## src/rtl/ifetch_unit.sv

```systemverilog
// Instruction fetch: requests one word at a time, holds it until the controller accepts it, follows branches and flushes.
// Latency: one cycle from request to o_instr_vld with a zero-wait ack. Backpressure: i_instr_rdy low freezes the held instruction.
module ifetch_unit #(
    parameter logic [31:0] RESET_PC = 32'h0000_0000
) (
    input  logic        i_clk,
    input  logic        i_rst_n,
    input  logic        i_instr_rdy,
    input  logic        i_br_sel,
    input  logic [31:0] i_br_addr,
    input  logic        i_flush,
    input  logic [31:0] i_flush_addr,
    output logic        o_imem_req,
    output logic [31:0] o_imem_addr,
    input  logic        i_imem_ack,
    input  logic [31:0] i_imem_rdata,
    output logic [31:0] o_instr,
    output logic        o_instr_vld,
    output logic [31:0] o_pc,
    output logic [31:0] o_pc_four,
    output logic        o_misalign
);

    typedef enum logic [1:0] {IDLE, FETCH, HOLD, DROP} state_t;

    state_t      state, state_nxt;
    logic [31:0] pc, pc_nxt;
    logic [31:0] req_addr;
    logic [31:0] instr_q;
    logic        misalign_q, misalign_nxt;
    logic        capture;
    logic        load_req;

    always_comb begin
        state_nxt    = state;
        pc_nxt       = pc;
        misalign_nxt = 1'b0;
        capture      = 1'b0;
        unique case (state)
            IDLE: state_nxt = FETCH;
            FETCH: begin
                if (i_flush) begin
                    state_nxt = i_imem_ack ? FETCH : DROP;
                end else if (i_imem_ack) begin
                    state_nxt = HOLD;
                    capture   = 1'b1;
                end
            end
            HOLD: begin
                if (i_flush) begin
                    state_nxt = FETCH;
                end else if (i_instr_rdy) begin
                    state_nxt    = FETCH;
                    pc_nxt       = i_br_sel ? {i_br_addr[31:2], 2'b00} : pc + 32'd4;
                    misalign_nxt = i_br_sel && (i_br_addr[1:0] != 2'b00);
                end
            end
            DROP: begin
                if (i_imem_ack) state_nxt = FETCH;
            end
            default: state_nxt = IDLE;
        endcase
        // Flush outranks everything else, including a branch accepted in the same cycle.
        if (i_flush) begin
            pc_nxt       = {i_flush_addr[31:2], 2'b00};
            misalign_nxt = (i_flush_addr[1:0] != 2'b00);
        end
    end

    // A new request address is taken on every entry into FETCH, never while a request is still outstanding.
    assign load_req = (state_nxt == FETCH) && ((state != FETCH) || i_imem_ack);

    always_ff @(posedge i_clk or negedge i_rst_n) begin
        if (!i_rst_n) begin
            state      <= IDLE;
            pc         <= RESET_PC;
            req_addr   <= RESET_PC;
            instr_q    <= 32'h0;
            misalign_q <= 1'b0;
        end else begin
            state      <= state_nxt;
            pc         <= pc_nxt;
            misalign_q <= misalign_nxt;
            if (load_req) req_addr <= pc_nxt;
            if (capture)  instr_q  <= i_imem_rdata;
        end
    end

    assign o_imem_req  = (state == FETCH) || (state == DROP);
    assign o_imem_addr = req_addr;
    assign o_instr_vld = (state == HOLD);
    assign o_instr     = o_instr_vld ? instr_q : 32'h0;
    assign o_pc        = req_addr;
    assign o_pc_four   = req_addr + 32'd4;
    assign o_misalign  = misalign_q;

endmodule
```

## config.mk

```make
export PLATFORM = sky130hd
export DESIGN_NAME = ifetch_unit
export DESIGN_NICKNAME = d
export VERILOG_FILES = /design/src/rtl/ifetch_unit.sv
export SDC_FILE = /design/constraint.sdc
export NUM_CORES = 1
export LEC_CHECK = 0
export ABC_AREA = 1
export ABC_CLOCK_PERIOD_IN_PS = 1700
export BUFFER_PORTS_ARGS = -buffer_cell sky130_fd_sc_hd__buf_2
export CORE_MARGIN = 4
export CORE_UTILIZATION = 30
export CTS_CLUSTER_SIZE = 16
export DETAILED_ROUTE_END_ITERATION = 8
export PLACE_DENSITY_LB_ADDON = 0.25
export SYNTH_ARGS = -nofsm -noshare
export SYNTH_HDL_FRONTEND = slang
export SYNTH_SLANG_ARGS = --single-unit
```

## constraint.sdc

```tcl
create_clock -name i_clk -period 1.7 [get_ports i_clk]
set_input_delay 0.255 -clock i_clk [delete_from_list [all_inputs] [get_ports i_clk]]
set_output_delay 0.255 -clock i_clk [all_outputs]
set_load 0.05 [all_outputs]
```

==> reports/metrics.cfg <==
[synthesis]
synth_cells = 922
synthTopCellsByArea = dfrtp_1 (39%), nand2_1 (15%), nor2_1 (8.5%), nand3_1 (5.0%), inv_1 (4.7%)
synth_cell_type_count = 37
syn-num-nets = 1026
yosysWarnings = 0
ys_seq_area_frac = 0.389
synth_seq_cells = 99
synth_top_area_cell = dfrtp_1
avgSynthCellArea_um2 = 6.91
syn_area_mm2 = 0.00637
netlist.area_leader.share = 0.389

[setup_path]
slowest_stage = dfrtp_2
cp-end-kind = primary output
r2r-start = state[0]
max_stage_delay_ns = 0.40
r2r_end = o_imem_addr[28]
crit_chain = ha_4, nand3_4, nor3_4, and2_4, nand3_4, nor2_4, buf_12, xor2_4, buf_6
path_delay_family = simple AND/OR/NAND/NOR gates
arrival_ns = 2.02
ff2ff_path_depth = 11
rrSetupSlack_ns = -0.09
crit_top_cell = nand3_4
worstSetupPathType = flip-flop to primary output
path_buf_inv = 2
crit_required_ns = 1.44
critPathLaunchType = flip-flop
cp_max_fo = 5

[final_layout]
drive_gt1_frac = 0.553
final_cell_mix = nand2_1 (202), buf_2 (170), buf_4 (123)
postLayoutCellArea_mm2 = 0.0115
num-nets-final = 1384
area_growth_pct = 79.9
final_common_cell = nand2_1
num-fill-cells = 1951

[die]
die-area_mm2 = 0.0236
core_mm2 = 0.0210
start_util = 0.304
ioPinCount = 233
dieHeight_um = 154
row_count = 53
die_x_um = 154

[timing]
finalHoldViolations = 0
hold_slack_ns = 0.106
finalSetupTns_ns = -12.19
tightestPinTransition_ns = 0.390
maxSlewViolCount = 0
setup_viol = 67
clock_skew_ns = 0.0106
max_freq_mhz = 439
period_share = 1.34
maxSlewHeadroom = 0.740
rsz0062_at_grt = true
layout_setup_ws_ns = -0.578
fin_crit_ns = 2.28

[power_and_ir_drop]
p_sw_mw = 5.98
combPwrFrac = 0.564
swShare = 0.480
clockPowerShare = 0.176
ir_drop_v = 0.000547
p_leak_nw = 5.48
p_int_mw = 6.49
p_per_area_mw_per_mm2 = 1090
p_seq_frac = 0.260

[route]
wl_per_cell_um = 16.4
wl_um = 25600
viasPerCell = 4.69
drtPass1Iterations = 5
ant_nets = 0
vias = 7333
drc = 0
dr.first_iter.drc_count = 422

[flow_run]
maxCapViolCount = 0

[min_path]
hp-class = input pin to flip-flop
whs_path_depth = 3
min_from = i_imem_rdata[13]
hold_path_end = instr_q[13]

[grt]
antenna_found_initial = 7
grt_max_degree = 65
grt.overflow.total = 0
grt_pass1_vias = 7058
grt_first_pass_wirelength_um = 37500
grt.total_usage = 0.199

[clock_network]
clk_latency_ns = 0.36
clk_path_buf_depth = 2
cts_made_buffers = 9
numClockSinks = 99
ctsRootBufferMaster = clkbuf_16
cts_tree = done
htreeDepth = 3
clk_pin_slew_ns = 0.07

[place]
gp_congestion = 0.870
io_buffers = 232
placed_area_mm2 = 0.00901
hpwl_um = 18100

[outcome]
status = finished with violations
violations = setup timing

==> kinds of logic after synthesis <==
| group | count (synthesis) | synth area share |
|---|---|---|
| and+or+nand+nor | 522 | 0.349 |
| buffers and inverters | 151 | 0.113 |
| AOI/OAI and AO/OA | 118 | 0.104 |
| DFF | 99 | 0.389 |
| xor gates and xnor gates | 30 | 0.0412 |
| adders and majority gates | 2 | 0.00393 |
==> cell usage after synthesis, drive strengths merged <==
cell type / n
inv: 86
xor2: 18
and2: 2
o21bai: 1
clkbuf: 11
nand3b: 2
buf: 54
nand4: 8
nand3: 64
a21boi: 15
xnor2: 12
o211ai: 2
or2: 17
ha: 2
o31ai: 1
dfrtp: 99
nor3: 13
nor4: 2
o21ai: 59
a31oi: 3
a21oi: 36
o2111ai: 1
nor2: 154
nand2: 260
==> metal layers <==
layer,part of all wire,up-vias,global-route usage
met1,0.42,3436,0.252
met5,0.0017,-,0
li1,-,3602,-
met2,0.49,257,0.346
met3,0.074,28,0.0507
met4,0.013,10,0.0374
==> through the flow <==
stage	worst slack, ns	cells	total power, mW	util
6_report	-0.578	1563	12.5	0.547
4_1_cts	-0.598	1532	12.0	0.494
5_1_grt	-0.711	1561	13.1	0.547
3_5_place_dp	-0.313	1482	9.18	0.430
2_1_floorplan	-0.525	922	7.51	-
3_3_place_gp	-0.289	1482	9.15	0.430
==> layout make-up <==
| type | instances | area [um^2] | share of cell area |
|---|---|---|---|
| Inverter | 86 | 345 | 0.0301 |
| Antenna cell | 3 | 7.51 | 0.000655 |
| Sequential cell | 99 | 2520 | 0.219 |
| Clock buffer | 11 | 243 | 0.0212 |
| Tap cell | 275 | 344 | 0.0300 |
| Multi-Input combinational cell | 672 | 4580 | 0.399 |
| Timing Repair Buffer | 412 | 3370 | 0.294 |
| Clock inverter | 5 | 60.1 | 0.00524 |
==> what timing repair did <==
item / 4_1_cts / 5_1_grt
hold endpoints to repair: 17 / 0
cloned: 4 / 7
buffers inserted: 30 / 29
resized for setup: 207 / 222
pin swaps: 33 / 83
endpoints found under the setup margin: 92 / 142
hold buffers: 1 / 0
==> worst max path at each step <==
stage,slack [ns],cells past startpoint,startpoint,end
after detailed placement,-0.31,9,o_imem_addr[2],o_pc_four[22]
after floorplan,-0.53,6,o_imem_addr[4],o_pc_four[17]
after global routing,-0.71,9,o_imem_addr[2],o_pc_four[20]
after CTS,-0.60,9,o_imem_addr[2],o_pc_four[20]
final,-0.58,9,o_imem_addr[2],o_pc_four[20]
after global placement,-0.29,8,o_imem_addr[3],o_pc_four[29]
==> power groups by stage <==
stage	clock network, mW	logic, mW	registers (mW)
after floorplan	0	3.38	4.13
after global placement	0	5.91	3.24
after detailed placement	0	5.92	3.26
after CTS	2.25	6.57	3.23
after global routing	2.35	7.43	3.30
final	2.19	7.04	3.24
==> sequential cells by signal, summed over array words and instances (netlist names) <==
| name | flops |
|---|---|
| o_imem_addr | 32 |
| pc | 32 |
| o_misalign | 1 |
| state | 2 |
| instr_q | 32 |
==> worst min-delay path, stage by stage <==
cell	delay (ns)
buf_2	0.07
nand2_1	0.04
o21ai_0	0.06
(Power assumes the default switching activity.)
